File: config.mk
export PLATFORM = sky130hd
export DESIGN_NAME = execute_stage
export DESIGN_NICKNAME = d
export VERILOG_FILES = /design/src/rtl/exec_pkg.sv /design/src/rtl/alu_core.sv /design/src/rtl/execute_stage.sv
export SDC_FILE = /design/constraint.sdc
export NUM_CORES = 1
export LEC_CHECK = 0
export ABC_AREA = 1
export ABC_CLOCK_PERIOD_IN_PS = 7930
export CAP_MARGIN = 25
export CORE_MARGIN = 2
export CORE_UTILIZATION = 35
export DETAILED_ROUTE_END_ITERATION = 10
export GPL_ROUTABILITY_DRIVEN = 0
export GPL_TIMING_DRIVEN = 0
export PLACE_DENSITY = 0.65
export SLEW_MARGIN = 10
export SYNTH_ARGS = -nofsm -noshare
export SYNTH_HDL_FRONTEND = slang
export SYNTH_SLANG_ARGS = --single-unit
File: constraint.sdc
create_clock -name clk -period 7.93 [get_ports clk]
set_input_delay 1.586 -clock clk [delete_from_list [all_inputs] [get_ports clk]]
set_output_delay 1.586 -clock clk [all_outputs]
set_load 0.02 [all_outputs]
File: src/rtl/exec_pkg.sv
// exec_pkg: shared ALU opcode encodings, datapath width and flag bit positions
package exec_pkg;
    localparam int DATA_W = 16;
    localparam int FLAG_N = 3;
    localparam int FLAG_Z = 2;
    localparam int FLAG_C = 1;
    localparam int FLAG_V = 0;

    typedef enum logic [3:0] {
        OP_ADD   = 4'h0,
        OP_SUB   = 4'h1,
        OP_AND   = 4'h2,
        OP_OR    = 4'h3,
        OP_XOR   = 4'h4,
        OP_NOR   = 4'h5,
        OP_NOT   = 4'h6,
        OP_SLL   = 4'h7,
        OP_SRL   = 4'h8,
        OP_SRA   = 4'h9,
        OP_MUL   = 4'hA,
        OP_SLT   = 4'hB,
        OP_SLTU  = 4'hC,
        OP_PASSA = 4'hD,
        OP_PASSB = 4'hE,
        OP_INC   = 4'hF
    } alu_op_e;
endpackage

File: src/rtl/alu_core.sv
// alu_core: combinational 16-op ALU producing a result and {N,Z,C,V} flags
module alu_core
    import exec_pkg::*;
(
    input  alu_op_e           op_i,
    input  logic [DATA_W-1:0] a_i,
    input  logic [DATA_W-1:0] b_i,
    output logic [DATA_W-1:0] res_o,
    output logic [3:0]        flags_o
);
    logic [DATA_W:0] wide;
    logic            c;
    logic            v;

    always_comb begin
        wide  = '0;
        res_o = '0;
        c     = 1'b0;
        v     = 1'b0;
        case (op_i)
            OP_ADD: begin
                wide  = {1'b0, a_i} + {1'b0, b_i};
                res_o = wide[DATA_W-1:0];
                c     = wide[DATA_W];
                v     = (a_i[DATA_W-1] == b_i[DATA_W-1]) && (res_o[DATA_W-1] != a_i[DATA_W-1]);
            end
            OP_SUB: begin
                res_o = a_i - b_i;
                c     = a_i < b_i;
                v     = (a_i[DATA_W-1] != b_i[DATA_W-1]) && (res_o[DATA_W-1] != a_i[DATA_W-1]);
            end
            OP_AND:   res_o = a_i & b_i;
            OP_OR:    res_o = a_i | b_i;
            OP_XOR:   res_o = a_i ^ b_i;
            OP_NOR:   res_o = ~(a_i | b_i);
            OP_NOT:   res_o = ~a_i;
            // the extra guard bit catches the last bit shifted out (stays 0 for a zero shift)
            OP_SLL: begin
                wide  = {1'b0, a_i} << b_i[3:0];
                res_o = wide[DATA_W-1:0];
                c     = wide[DATA_W];
            end
            OP_SRL: begin
                wide  = {a_i, 1'b0} >> b_i[3:0];
                res_o = wide[DATA_W:1];
                c     = wide[0];
            end
            OP_SRA: begin
                wide  = $signed({a_i, 1'b0}) >>> b_i[3:0];
                res_o = wide[DATA_W:1];
                c     = wide[0];
            end
            OP_MUL:   res_o = a_i * b_i;
            OP_SLT:   res_o = DATA_W'($signed(a_i) < $signed(b_i));
            OP_SLTU:  res_o = DATA_W'(a_i < b_i);
            OP_PASSA: res_o = a_i;
            OP_PASSB: res_o = b_i;
            OP_INC: begin
                wide  = {1'b0, a_i} + (DATA_W+1)'(1);
                res_o = wide[DATA_W-1:0];
                c     = wide[DATA_W];
                v     = !a_i[DATA_W-1] && res_o[DATA_W-1];
            end
            default: res_o = '0;
        endcase
        flags_o         = '0;
        flags_o[FLAG_N] = res_o[DATA_W-1];
        flags_o[FLAG_Z] = res_o == '0;
        flags_o[FLAG_C] = c;
        flags_o[FLAG_V] = v;
    end
endmodule

File: src/rtl/execute_stage.sv
// execute_stage: Decode/Execute register, ALU and Execute/Memory register of the 16-bit pipeline
module execute_stage #(
    parameter int DATA_W = 16,
    parameter int OP_W   = 16
) (
    input  logic              clk,
    input  logic              reset,
    input  logic [OP_W-1:0]   alu_op_in,
    input  logic [DATA_W-1:0] src_a_in,
    input  logic [DATA_W-1:0] src_b_in,
    output logic [OP_W-1:0]   alu_op_ex,
    output logic [DATA_W-1:0] src_a_ex,
    output logic [DATA_W-1:0] src_b_ex,
    output logic [DATA_W-1:0] alu_result_ex,
    output logic [3:0]        alu_flags_ex,
    output logic [DATA_W-1:0] alu_result_mem,
    output logic [3:0]        alu_flags_mem
);
    import exec_pkg::*;

    logic [OP_W-1:0]   op_q;
    logic [DATA_W-1:0] a_q, b_q, res_d, res_q;
    logic [3:0]        flags_d, flags_q;

    always_ff @(posedge clk or negedge reset) begin
        if (!reset) begin
            op_q <= '0;
            a_q  <= '0;
            b_q  <= '0;
        end else begin
            op_q <= alu_op_in;
            a_q  <= src_a_in;
            b_q  <= src_b_in;
        end
    end

    alu_core u_alu (
        .op_i    (alu_op_e'(op_q[3:0])),
        .a_i     (a_q),
        .b_i     (b_q),
        .res_o   (res_d),
        .flags_o (flags_d)
    );

    always_ff @(posedge clk or negedge reset) begin
        if (!reset) begin
            res_q   <= '0;
            flags_q <= '0;
        end else begin
            res_q   <= res_d;
            flags_q <= flags_d;
        end
    end

    assign alu_op_ex      = op_q;
    assign src_a_ex       = a_q;
    assign src_b_ex       = b_q;
    assign alu_result_ex  = res_d;
    assign alu_flags_ex   = flags_d;
    assign alu_result_mem = res_q;
    assign alu_flags_mem  = flags_q;
endmodule

# Yosys cells after proc, flatten, opt, wreduce, memory -nomap -nowiden
# Cells that the tools add are included.
# W data, S select, Z words.
classes:
  n_reduce_logical: 6
  n_mul: 1
  magnitude_cmp: 2
  n_addsub: 3
  bitwise: 5
  muxes: 3
  shift: 3
  eq_ne: 19
ops:
  columns: ["operator", "count"]
  rows:
  - ["$pmux W16 S16", 1]
  - ["$eq A4 B4 Y1 const B", 8]
  - ["$lt A16 B16 Y1", 2]
  - ["$not A16 Y16", 2]
  - ["$add A16 B1 Y17 const B", 1]
  - ["$add A16 B16 Y17", 1]
  - ["$shl A16 B4 Y17", 1]
  - ["$shr A17 B4 Y17", 1]
  - ["$sshr A17 B4 Y17", 1]
  - ["$and A16 B16 Y16", 1]
  - ["$eq A4 B3 Y1 const B", 4]
  - ["$logic_not A16 Y1", 1]
  - ["$mul A16 B16 Y16", 1]
  - ["$or A16 B16 Y16", 1]
  - ["$sub A16 B16 Y16", 1]
  - ["$xor A16 B16 Y16", 1]
  - ["$eq A4 B2 Y1 const B", 2]
  - ["$pmux W1 S6", 1]
  - ["$eq A4 B1 Y1 const B", 1]
  - ["$logic_not A4 Y1", 1]
  - ["$logic_and A1 B1 Y1", 3]
  - ["$ne A1 B1 Y1", 3]
  - ["$pmux W1 S3", 1]
  - ["$eq A1 B1 Y1", 1]
  - ["$logic_not A1 Y1", 1]
word_totals:
  regBits: 68

# Depth between registers and ports, before layout
logic_depth:
  word_depth: 4
  depth_mapped: 34

# Hierarchy
# From an unflattened synthesis, not the netlist that was laid out.
unflattened:
  hier_cells: 1719
  area_unflattened_um2: 11175.7
modules_own_cells:
  columns: ["mod", "seq_area_each_um2", "n_inst", "cells_per_inst", "area_each_um2"]
  rows:
  - ["alu_core", 0.0, 1, 1651, 9474.1]
  - ["execute_stage", 1701.6, 1, 68, 1701.6]

# Worst setup path before layout
# Ideal clock, no wire load.
synth_timing:
  kind: "flip-flop to output port"
  start: "register b_q[1] (netlist: src_b_ex[1])"
  end: "output alu_flags_ex[2]"
  setup_slack_ns: -0.055
  required_ns: 6.344
  stages_incl_launch_ff: 28
  path_buffers: 4
  arrival_time_ns: 6.399
  cell_sequence: "dfrtp_1 > buf_2 > buf_2 > buf_2 > buf_1 > nand2_1 > fa_1 > fa_1 > fa_1 > fa_1 > inv_1 > fa_1 > inv_1 > fa_1 > inv_1 > ha_1 > inv_1 > o21ai_0 > nor2_1 > nand3_1 > a21oi_1 > o21ai_0 > nand3_1 > nor2_1 > nand3_1 > nor2_1 > nand4_1 > nor2_1"
synth_between:
  word_cells_on_any_way: 14
  classes_between: "add/sub: 2; mul: 1; order compare: 2; shift: 3; mux: 1; bitwise: 4; reduce/logical: 1"
synth_rtl:
  columns: ["element", "line", "rtl"]
  rows:
  - ["start, declared", "execute_stage.sv:22", "logic [DATA_W-1:0] a_q, b_q, res_d, res_q;"]
  - ["start signal, assigned", "execute_stage.sv:33", "b_q <= src_b_in;"]
  - ["$mul A16 B16 Y16 (tied with other cells)", "alu_core.sv:53", "OP_MUL: res_o = a_i * b_i;"]
  - ["$pmux W16 S16 (*)", "alu_core.sv:20", "case (op_i)"]
  - ["named net alu_result_ex[12]", "execute_stage.sv:14", "output logic [DATA_W-1:0] alu_result_ex,"]
  - ["$logic_not A16 Y1 (*)", "alu_core.sv:68", "flags_o[FLAG_Z] = res_o == '0;"]
  - ["end, declared", "execute_stage.sv:15", "output logic [3:0] alu_flags_ex,"]
# Mark *: on every way through the listed nets, which the timed path passes. The rest lies on a longest branch.

# Worst setup path in the final report
layout_timing:
  start: "register b_q[4] (netlist: src_b_ex[4])"
  end: "output alu_flags_ex[2]"
layout_between:
  elab_chain_cells: 4
  word_cells_on_any_way: 11
  classes_between: "add/sub: 2; mul: 1; order compare: 2; mux: 1; bitwise: 4; reduce/logical: 1"
layout_lines:
  columns: ["element", "line"]
  rows:
  - ["parallel branches: the longest is 2 deep, another holds $mul A16 B16 Y16", null]
  - ["$pmux W16 S16 (*)", "alu_core.sv:20"]
  - ["$logic_not A16 Y1 (*)", "alu_core.sv:68"]
# Every way passes the cells marked *.

==> impl_metrics.py <==
metrics = {
    "sta": {
        "fmax_ghz": 0.127,
        "slew_violations": 0,
        "finalHoldViolations": 0,
        "relSlewSlack": 0.341,
        "setup_viol": 0,
        "timing.final.ws_setup_ns": 0.0359,
        "rsz0062_at_grt": "true",
        "min_period_ns": 7.89,
        "worst_slew_pin_slew_ns": 0.988,
        "fin_skew_ns": 0.00542,
        "fin_crit_sh": 0.995,
        "timing.hold.ws_ns": 0.872,
    },
    "setup_path": {
        "critPathMaxStageDelay_ns": 0.54,
        "path_max_fanout": 4,
        "worst_ep_required_time_ns": 6.34,
        "endpoint_kind": "output port",
        "crit_path_top_delay_cell": "fa_1",
        "start_kind": "register",
        "regToRegStartpoint": "src_b_ex[4]",
        "rr_worst_depth": 27,
        "arrival_ns": 6.31,
        "path_class": "reg2out",
        "timing.rr.end": "alu_flags_mem[2]",
        "rrSetupSlack_ns": 2.02,
    },
    "cells_and_area": {
        "fillCellCount": 3240,
        "fin_cells": 2357,
        "drive_gt1_frac": 0.125,
        "nNetsFinal": 2182,
        "syn_to_final_growth_pct": 27.8,
        "diodes": 0,
        "design_area_um2": 14300,
    },
    "drt": {
        "drt_iter0_drc": 1587,
        "drt-wirelength-per-cell_um": 19.3,
        "drtPass1Iterations": 7,
        "totalWireLength_um": 45500,
        "final_antenna_net_count": 0,
        "vias": 12900,
        "drc": 0,
        "vias_per_cell": 5.47,
    },
    "floorplan": {
        "rows": 65,
        "dieHeight_um": 183,
        "initial_core_util": 0.356,
        "fp.coreArea_um2": 31600,
        "io-pin-count": 138,
        "dieArea_um2": 33500,
        "die_w_um": 183,
    },
    "yosys": {
        "synth.area.top_cells": "nand2_1 16%, dfrtp_1 15%, fa_1 15%, inv_1 11%, ha_1 11%",
        "ys_ff_latch": 67,
        "mappedNetlistNets": 1994,
        "synth_top_cell_by_area": "nand2_1",
        "netlist_area_um2": 11200,
        "ys_types": 49,
        "synth_area_per_cell_um2": 6.37,
        "yosys_warnings": 0,
        "syn_inst": 1762,
        "synth_top_area_share": 0.164,
        "ys_seq_area_frac": 0.149,
    },
    "power_and_ir_drop": {
        "totalPowerFinal_w": 0.00345,
        "vdd_ir_drop_max_uv": 237,
        "power_density_nw_per_um2": 241,
        "cellLeakagePower_nw": 7.65,
    },
    "clock_network": {
        "cts_root_buf": "clkbuf_16",
        "cts_tree": "built",
        "cts_buffer_depth": 2,
        "clk_latency_ns": 0.34,
        "htreeDepth": 3,
        "cts_buffers": 9,
        "cts_sinks": 67,
        "clkTransAtPathRegs_ns": 0.06,
    },
    "global_routing": {
        "grt_pass1_vias": 12400,
        "antenna_found_initial": 0,
        "grt.overflow.total": 0,
        "grt_max_degree": 45,
        "grtUsageTotal": 0.267,
        "grt_pass1_wl_um": 68800,
    },
    "job": {
        "maxCapViolations": 0,
    },
    "placement": {
        "port_buffers": 137,
        "dp.final_hpwl_um": 36000,
        "post_dp_cell_area_um2": 13100,
        "dp_cells": 2302,
        "dpl_worst_slack_ns": -1.81,
    },
    "worst_hold_path": {
        "hp-class": "reg2reg",
        "hold_start": "src_a_ex[1]",
        "holdPathStages": 3,
        "whs_endpoint": "alu_result_mem[1]",
    },
    "run_status": {
        "status": "finished clean",
    },
}
layout by cell type (no fill, tap or decap), types with 5 or more instances in the layout:
cell type,instances
a21oi_1,71
inv_1,331
clkbuf_8,5
nand2_4,5
o2111ai_1,6
inv_2,26
nand2_1,477
nand2_2,12
clkdlybuf4s50_1,131
a21oi_2,6
nand3_2,7
buf_4,65
o21ai_0,81
nand3b_1,5
nand3_1,117
ha_1,90
o22ai_1,13
buf_2,15
nand4_1,24
fa_1,79
o21bai_1,5
dfrtp_2,16
buf_6,7
xor2_1,9
o21ai_1,21
ha_4,7
clkbuf_16,11
clkbuf_1,7
a211oi_1,7
nor2_2,15
nor3_1,14
buf_12,5
dfrtp_1,51
nor2_1,122
o211ai_1,13
Yosys cell counts (all sizes together):
cell     instances
nand2          494
inv            357
nor2           141
nand3          126
o21ai          107
ha             100
fa              82
a21oi           78
dfrtp           67
buf             47
clkbuf          26
nand4           24
nor3            17
o211ai          13
o22ai           13
or2              9
xor2             9
a211oi           7
o2111ai          6
nand3b           5
o21bai           5
a221oi           4
a31oi            4
nor4             3
a21o             2
mux2i            2
o21a             2
o221ai           2
o31ai            2
xnor2            2
a221o            1
a22o             1
a31o             1
clkinv           1
o32ai            1
or4              1
worst max path at each step:
stage,start,to,slack (ns),depth (start not counted)
2_1_floorplan,src_b_ex[1],alu_flags_ex[2],0.02,27
3_3_place_gp,src_b_ex[2],alu_flags_ex[2],-1.81,26
3_5_place_dp,src_b_ex[2],alu_flags_ex[2],-1.81,26
4_1_cts,src_b_ex[6],alu_flags_ex[2],0.006,27
5_1_grt,src_a_ex[8],alu_flags_ex[2],-0.1,28
6_report,src_b_ex[4],alu_flags_ex[2],0.04,28
final cells by class:
| class | instances | area [um2] | share of cell area |
|---|---|---|---|
| repair buffers | 189 | 1810 | 0.126 |
| well taps | 402 | 503 | 0.0351 |
| inverters | 358 | 1340 | 0.0937 |
| plain buffers | 61 | 523 | 0.0365 |
| clock buffers | 11 | 253 | 0.0176 |
| flip-flops and latches | 67 | 1700 | 0.118 |
| multi-input cells | 1264 | 8160 | 0.569 |
| clock inverters | 5 | 60.1 | 0.00419 |
logic make-up (layout without fill, tap and decap cells):
family / count (synthesis) / count (layout) / share of synthesized area
xor gates and xnor gates: 11 / 11 / 0.00858
AOI/OAI and AO/OA: 249 / 249 / 0.126
DFF: 67 / 67 / 0.149
buffers and inverters: 431 / 624 / 0.153
and+or+nand+nor: 820 / 820 / 0.304
adders and majority gates: 182 / 182 / 0.258
muxes: 2 / 2 / 0.00178
power by group:
part	leakage (nW)	internal, W	total [W]	switching, W
Combinational	6.71	0.00102	0.00263	0.00160
Clock	0.152	0.000262	0.000421	0.000160
Sequential	0.783	0.000376	0.000403	0.0000271
through the flow:
step	TNS, ns	util
after floorplan	0	-
after global placement	-10.41	0.415
after detailed placement	-10.71	0.416
after CTS	0	0.439
after global routing	-0.124	0.455
final	0	0.455
registers in the layout, summed over array words and instances, names as in the netlist:
signal / flops
alu_result_mem: 15
src_a_ex: 16
alu_flags_mem: 4
alu_op_ex: 16
src_b_ex: 16
worst max-delay path: cells and delay by family (launching register included):
family	cells	cell delay (ns)
fa+ha+maj	8	3.30
flops	1	0.43
buf+inv	6	0.50
simple gates	14	1.74
routing by layer:
layer,GRT usage,routed length (um),vias up
li1,-,-,5873
met4,0.148,3150,0
met2,0.428,20100,911
met5,0,0,-
met3,0.0558,4980,220
met1,0.335,17300,5897
repair_timing:
| item | 4_1_cts | 5_1_grt |
|---|---|---|
| buffers inserted | 11 | 38 |
| gates cloned | 1 | 1 |
| gates resized for setup | 115 | 81 |
| hold buffers | 0 | 0 |
| setup endpoints to repair | 12 | 10 |
| pin swaps | 32 | 52 |
Note: power is estimated with default switching activity, not from simulation.
